File: src/rtl/mem_arb_pkg.sv
// Shared types for the IF/DM memory port arbiter.
// Tag encoding, FSM states and memory-width constants.
package mem_arb_pkg;

    typedef enum logic {
        TAG_IF = 1'b0,
        TAG_DM = 1'b1
    } tag_t;

    typedef enum logic [1:0] {
        ARB     = 2'd0,
        HOLD_IF = 2'd1,
        HOLD_DM = 2'd2
    } arb_state_t;

    localparam int          WIDTH_W    = 2;
    localparam logic [1:0] WIDTH_BYTE = 2'd0;
    localparam logic [1:0] WIDTH_HALF = 2'd1;
    localparam logic [1:0] WIDTH_WORD = 2'd2;

endpackage

File: src/rtl/mem_arb_tag_fifo.sv
// In-order tag queue: remembers which requester owns each
// outstanding memory access so responses can be routed back.
module mem_arb_tag_fifo
    import mem_arb_pkg::*;
#(
    parameter int DEPTH = 2
) (
    input  logic clk,
    input  logic rst,
    input  logic push,
    input  tag_t din,
    input  logic pop,
    output tag_t dout,
    output logic full,
    output logic empty
);

    localparam int PW = (DEPTH > 1) ? $clog2(DEPTH) : 1;

    tag_t          slots [DEPTH];
    logic [PW-1:0] wr_q;
    logic [PW-1:0] rd_q;
    logic [PW:0]   cnt_q;
    logic          do_push;
    logic          do_pop;

    assign full    = (cnt_q == (PW+1)'(DEPTH));
    assign empty   = (cnt_q == '0);
    assign do_push = push & ~full;
    assign do_pop  = pop & ~empty;
    assign dout    = slots[rd_q];

    always_ff @(posedge clk or posedge rst) begin
        if (rst) begin
            wr_q  <= '0;
            rd_q  <= '0;
            cnt_q <= '0;
            for (int i = 0; i < DEPTH; i++) slots[i] <= TAG_IF;
        end else begin
            if (do_push) begin
                slots[wr_q] <= din;
                wr_q        <= wr_q + 1'b1;
            end
            if (do_pop) rd_q <= rd_q + 1'b1;
            unique case ({do_push, do_pop})
                2'b10:   cnt_q <= cnt_q + 1'b1;
                2'b01:   cnt_q <= cnt_q - 1'b1;
                default: cnt_q <= cnt_q;
            endcase
        end
    end

endmodule

File: src/rtl/mem_port_arbiter.sv
// Single-port memory arbiter between fetch (IF) and load/store (DM).
// Define FAIR_ARB_EN to bound IF starvation with a loss counter.
module mem_port_arbiter
    import mem_arb_pkg::*;
#(
    parameter int AW           = 32,
    parameter int DW           = 32,
    parameter int OUT_DEPTH    = 2,
    parameter int STARVE_LIMIT = 4
) (
    input  logic               clk,
    input  logic               rst,
    input  logic               if_req_valid,
    output logic               if_req_ready,
    input  logic [AW-1:0]      if_addr,
    output logic               if_rsp_valid,
    output logic [DW-1:0]      if_rsp_data,
    input  logic               dm_req_valid,
    output logic               dm_req_ready,
    input  logic [AW-1:0]      dm_addr,
    input  logic [DW-1:0]      dm_wdata,
    input  logic               dm_write,
    input  logic [WIDTH_W-1:0] dm_width,
    output logic               dm_rsp_valid,
    output logic [DW-1:0]      dm_rsp_data,
    output logic               mem_req_valid,
    input  logic               mem_req_ready,
    output logic [AW-1:0]      mem_addr,
    output logic [DW-1:0]      mem_wdata,
    output logic               mem_write,
    output logic [WIDTH_W-1:0] mem_width,
    input  logic               mem_rsp_valid,
    input  logic [DW-1:0]      mem_rsp_data
);

    arb_state_t state_q;
    arb_state_t state_d;
    logic       sel_dm;
    logic       req_v;
    logic       hs;
    logic       pop;
    logic       fifo_full;
    logic       fifo_empty;
    tag_t       fifo_head;
    logic       starved;

`ifdef FAIR_ARB_EN
    localparam int CW = $clog2(STARVE_LIMIT + 1);
    logic [CW-1:0] starve_q;

    assign starved = (starve_q >= CW'(STARVE_LIMIT));

    // Counts DM wins taken from ARB while fetch was waiting.
    always_ff @(posedge clk or posedge rst) begin
        if (rst) begin
            starve_q <= '0;
        end else if (req_v && !sel_dm) begin
            starve_q <= '0;
        end else if (state_q == ARB && req_v && if_req_valid && !starved) begin
            starve_q <= starve_q + 1'b1;
        end
    end
`else
    assign starved = 1'b0;
`endif

    always_ff @(posedge clk or posedge rst) begin
        if (rst) state_q <= ARB;
        else     state_q <= state_d;
    end

    always_comb begin
        state_d = state_q;
        unique case (state_q)
            ARB: begin
                if (req_v && !mem_req_ready)
                    state_d = sel_dm ? HOLD_DM : HOLD_IF;
            end
            HOLD_IF,
            HOLD_DM: begin
                if (hs) state_d = ARB;
            end
            default: state_d = ARB;
        endcase
    end

    always_comb begin
        sel_dm = 1'b0;
        unique case (state_q)
            ARB:     sel_dm = dm_req_valid & ~(starved & if_req_valid);
            HOLD_IF: sel_dm = 1'b0;
            HOLD_DM: sel_dm = 1'b1;
            default: sel_dm = 1'b0;
        endcase
    end

    // A full tag queue blocks the grant even if a pop lands this cycle.
    assign req_v = (sel_dm ? dm_req_valid : if_req_valid) & ~fifo_full & ~rst;
    assign hs    = req_v & mem_req_ready;

    assign mem_req_valid = req_v;
    assign if_req_ready  = ~sel_dm & mem_req_ready & ~fifo_full & ~rst;
    assign dm_req_ready  =  sel_dm & mem_req_ready & ~fifo_full & ~rst;
    assign mem_addr      = sel_dm ? dm_addr : if_addr;
    assign mem_wdata     = sel_dm ? dm_wdata : '0;
    assign mem_write     = sel_dm & dm_write;
    assign mem_width     = sel_dm ? dm_width : WIDTH_WORD;

    assign pop          = mem_rsp_valid & ~fifo_empty & ~rst;
    assign if_rsp_valid = pop & (fifo_head == TAG_IF);
    assign dm_rsp_valid = pop & (fifo_head == TAG_DM);
    assign if_rsp_data  = mem_rsp_data;
    assign dm_rsp_data  = mem_rsp_data;

    mem_arb_tag_fifo #(
        .DEPTH (OUT_DEPTH)
    ) u_tag_fifo (
        .clk   (clk),
        .rst   (rst),
        .push  (hs),
        .din   (sel_dm ? TAG_DM : TAG_IF),
        .pop   (pop),
        .dout  (fifo_head),
        .full  (fifo_full),
        .empty (fifo_empty)
    );

    always @(posedge clk) begin
        if (!rst) begin
            assert (STARVE_LIMIT > 0)
                else $warning("mem_arb: STARVE_LIMIT must be positive");
            assert (!(mem_rsp_valid && fifo_empty))
                else $warning("mem_arb: response with nothing outstanding dropped");
        end
    end

endmodule
File: config.mk
export PLATFORM = sky130hd
export DESIGN_NAME = mem_port_arbiter
export DESIGN_NICKNAME = d
export VERILOG_FILES = /design/src/rtl/mem_arb_pkg.sv /design/src/rtl/mem_arb_tag_fifo.sv /design/src/rtl/mem_port_arbiter.sv
export SDC_FILE = /design/constraint.sdc
export NUM_CORES = 1
export LEC_CHECK = 0
export ABC_AREA = 1
export BUFFER_PORTS_ARGS = -buffer_cell sky130_fd_sc_hd__buf_2
export CAP_MARGIN = 20
export CORE_AREA = 2 2 107 109
export CTS_BUF_LIST = sky130_fd_sc_hd__clkbuf_8
export CTS_CLUSTER_SIZE = 14
export DETAILED_ROUTE_END_ITERATION = 7
export DIE_AREA = 0 0 109 111
export GPL_TIMING_DRIVEN = 0
export PLACE_DENSITY = 0.57
export SYNTH_ARGS = -nofsm -noshare
export SYNTH_HDL_FRONTEND = slang
export SYNTH_SLANG_ARGS = --single-unit
File: constraint.sdc
create_clock -name clk -period 2.95 [get_ports clk]
set_clock_uncertainty 0.2 [all_clocks]
set_input_delay 0.7375 -clock clk [delete_from_list [all_inputs] [get_ports clk]]
set_output_delay 0.7375 -clock clk [all_outputs]
set_load 0.01 [all_outputs]
==> run metrics <==
Clock Tree Buf Depth 2; I/O Pins 273; worst-margin pin slew 0.3714 ns; top post-synthesis cells by area buf_4 28%, nand2_1 23%, dfrtp_1 12%; Yosys top cell area share 28.30%; Hold Path Stages 2; Non-Filler Instances 692; Final #Nets 691; #FFs+latches synth 8; synthesized area 1698 µm²; setup violators final 0; initial core utilization 15.33%; Seq/Total Area, Yosys 11.79%; clock root cell clkbuf_8; vias in the first global route 2007; I/O Buffers 240; Combinational Power Share 82.1%; flop2flop setup slack 0.86 ns; Worst setup EP type output port; Die Area 12100 µm²; Crit Reg-Reg Endpoint u_tag_fifo.cnt_q[1]; Cells after Synth 306; Final Max Tran Viols 0; final hold viol count 0; ys async rst share 100.0%; worst-path maximum fanout 10; pre-CTS setup slack 0.1419 ns; Syn-to-layout area delta 83.71%; Worst Min Path Start state_q[0]; Yosys cell types 23; startpoint types register; Synth area leader buf_4; Synth Area per Inst 5.549 µm²; Antenna Violating Nets Remaining 0; Sw Ratio 53.10%; initial antenna violation count 0; CP Data Arrival Time 1.83 ns; fmax 0.3614 GHz; worst hold path type register to register; Core Box Area 11080 µm²; Total Routing Usage GR 10.21%; layout cells sized above 1 59.93%; clk slew on worst S/H paths 0.04 ns; WHS Endpoint state_q[0]; Die Ht 111 µm; grt total ovfl 0; wire length of the first global-routing pass 9825 µm; postcts setup bufs 0; Relative slew margins 75.21%; internal power 0.8734 mW; placed cell count 689; GPL Wtd Cong 0.7672; max_cap viols 0; Max rail drop VDD 291.6 µV; total chip power 1.862 mW; Tmin final 2.767 ns; htree depth 1; clock power share 6.8%; static leakage 2.176 nW; CTS tree done; Routed WL 7107 µm; RR Startpoint state_q[0]; total negative slack 0 ns; post_cts resized 0; cell row count 39; CP Data Required Time 2.01 ns; unrepaired setup endpoints after global routing false; Worst-Skew Late Latency 0.22 ns; DP HPWL 6324 µm; drt drc 0; 1st-iter DRT viols 55; Num CTS Buffers 3; Top FF cell, synth dfrtp_1; Area after DPL 3078 µm²; largest net degree at the start of global routing 11; Worst R2R Path Depth 9; sequential power share 11.1%; Final period util 93.80%; vias per cell 3.409; run status finished, final reports clean; power per cell area 597.1 nW/µm²; WHS 0.2730 ns; Routed WL per cell 10.27 µm; Die W 109 µm; critical path class register to output port; DR pass1 iterations 6; routed via count 2359; Setup WS post-layout 0.1828 ns; Post-CTS Hold Fix Bufs 0; Syn Nets 446; Finished Cell Area 3119 µm²; EDFF count, synth 0; YS warnings 0; post-layout util 28.16%; CTS sink cnt 8; Psw 0.9890 mW; antenna diode count 0
routing by layer:
metal / vias to the layer above / track usage (%) / part of all wire [%]
met4: 0 / 1.282 / 0
li1: 1303 / - / -
met5: - / 0 / 0
met3: 0 / 1.117 / 8.0
met2: 101 / 21.24 / 55
met1: 955 / 10.77 / 37
registers in the layout, summed over array words and instances (netlist names):
| signal | flops |
|---|---|
| u_tag_fifo.wr_q | 1 |
| u_tag_fifo.rd_q | 1 |
| state_q | 2 |
| u_tag_fifo.slots | 2 |
| u_tag_fifo.cnt_q | 2 |
placed cells by master, fill, tap and decap left out, types with 2 or more instances in the layout:
cell type | netlist | routed
xor2_1 | 2 | 2
nor2_1 | 43 | 43
inv_2 | 2 | 2
buf_4 | 64 | 64
inv_1 | 45 | 45
clkbuf_8 | 0 | 3
nand2_2 | 3 | 3
dfrtp_1 | 8 | 8
ha_1 | 3 | 3
nand2_4 | 2 | 2
nand3_1 | 4 | 4
o21ai_0 | 4 | 4
xnor2_1 | 2 | 2
buf_2 | 9 | 249
nand2_1 | 106 | 106
cells by family after synthesis:
kind of cell               share of synthesized area (%)
AOI/OAI and AO/OA                                  1.474
xor gates and xnor gates                           2.064
and+or+nand+nor                                    40.46
adders and majority gates                          2.211
DFF                                                11.79
buffers and inverters                              42.00
worst max path at each step:
stage          cells past startpoint    startpoint            end
5_1_grt                            9    state_q[0]   mem_wdata[9]
3_5_place_dp                       8  dm_req_valid   mem_addr[18]
6_report                           9    state_q[1]   mem_addr[18]
2_1_floorplan                      6  dm_req_valid  mem_wdata[10]
4_1_cts                            9    state_q[0]   mem_addr[18]
3_3_place_gp                       8  dm_req_valid   mem_addr[18]
final cells by class:
| cell class | count | area [µm²] |
|---|---|---|
| multi-input combinational | 177 | 784.5 |
| sequential | 8 | 200.2 |
| tap | 143 | 178.9 |
| timing repair buffer | 240 | 1201 |
| buffer | 74 | 536.8 |
| inverter | 47 | 176.4 |
| clock buffer | 3 | 41.29 |
| fill | 1251 | 7958 |
power by group through the flow:
stage	sequential, mW	clock (mW)	combinational (mW)
after CTS	0.207	0.132	1.56
after detailed placement	0.207	0	1.56
after global routing	0.212	0.137	1.72
after global placement	0.207	0	1.57
final	0.206	0.127	1.53
after floorplan	0.197	0	0.944
cell usage after synthesis, types with 2 or more instances:
master,n
buf_2,9
buf_4,64
dfrtp_1,8
ha_1,3
inv_1,45
inv_2,2
nand2_1,106
nand2_2,3
nand2_4,2
nand3_1,4
nor2_1,43
o21ai_0,4
xnor2_1,2
xor2_1,2
worst max-delay path, cell delays in order, from the launching register on:
cell and delay [ns]:
dfrtp_1 0.36, inv_1 0.05, ha_1 0.20, nand2_1 0.12
nand2_4 0.12, inv_2 0.13, buf_2 0.25, nand2_1 0.14
nand2_1 0.08, buf_2 0.12
Note: power is estimated with default switching activity, not from simulation.
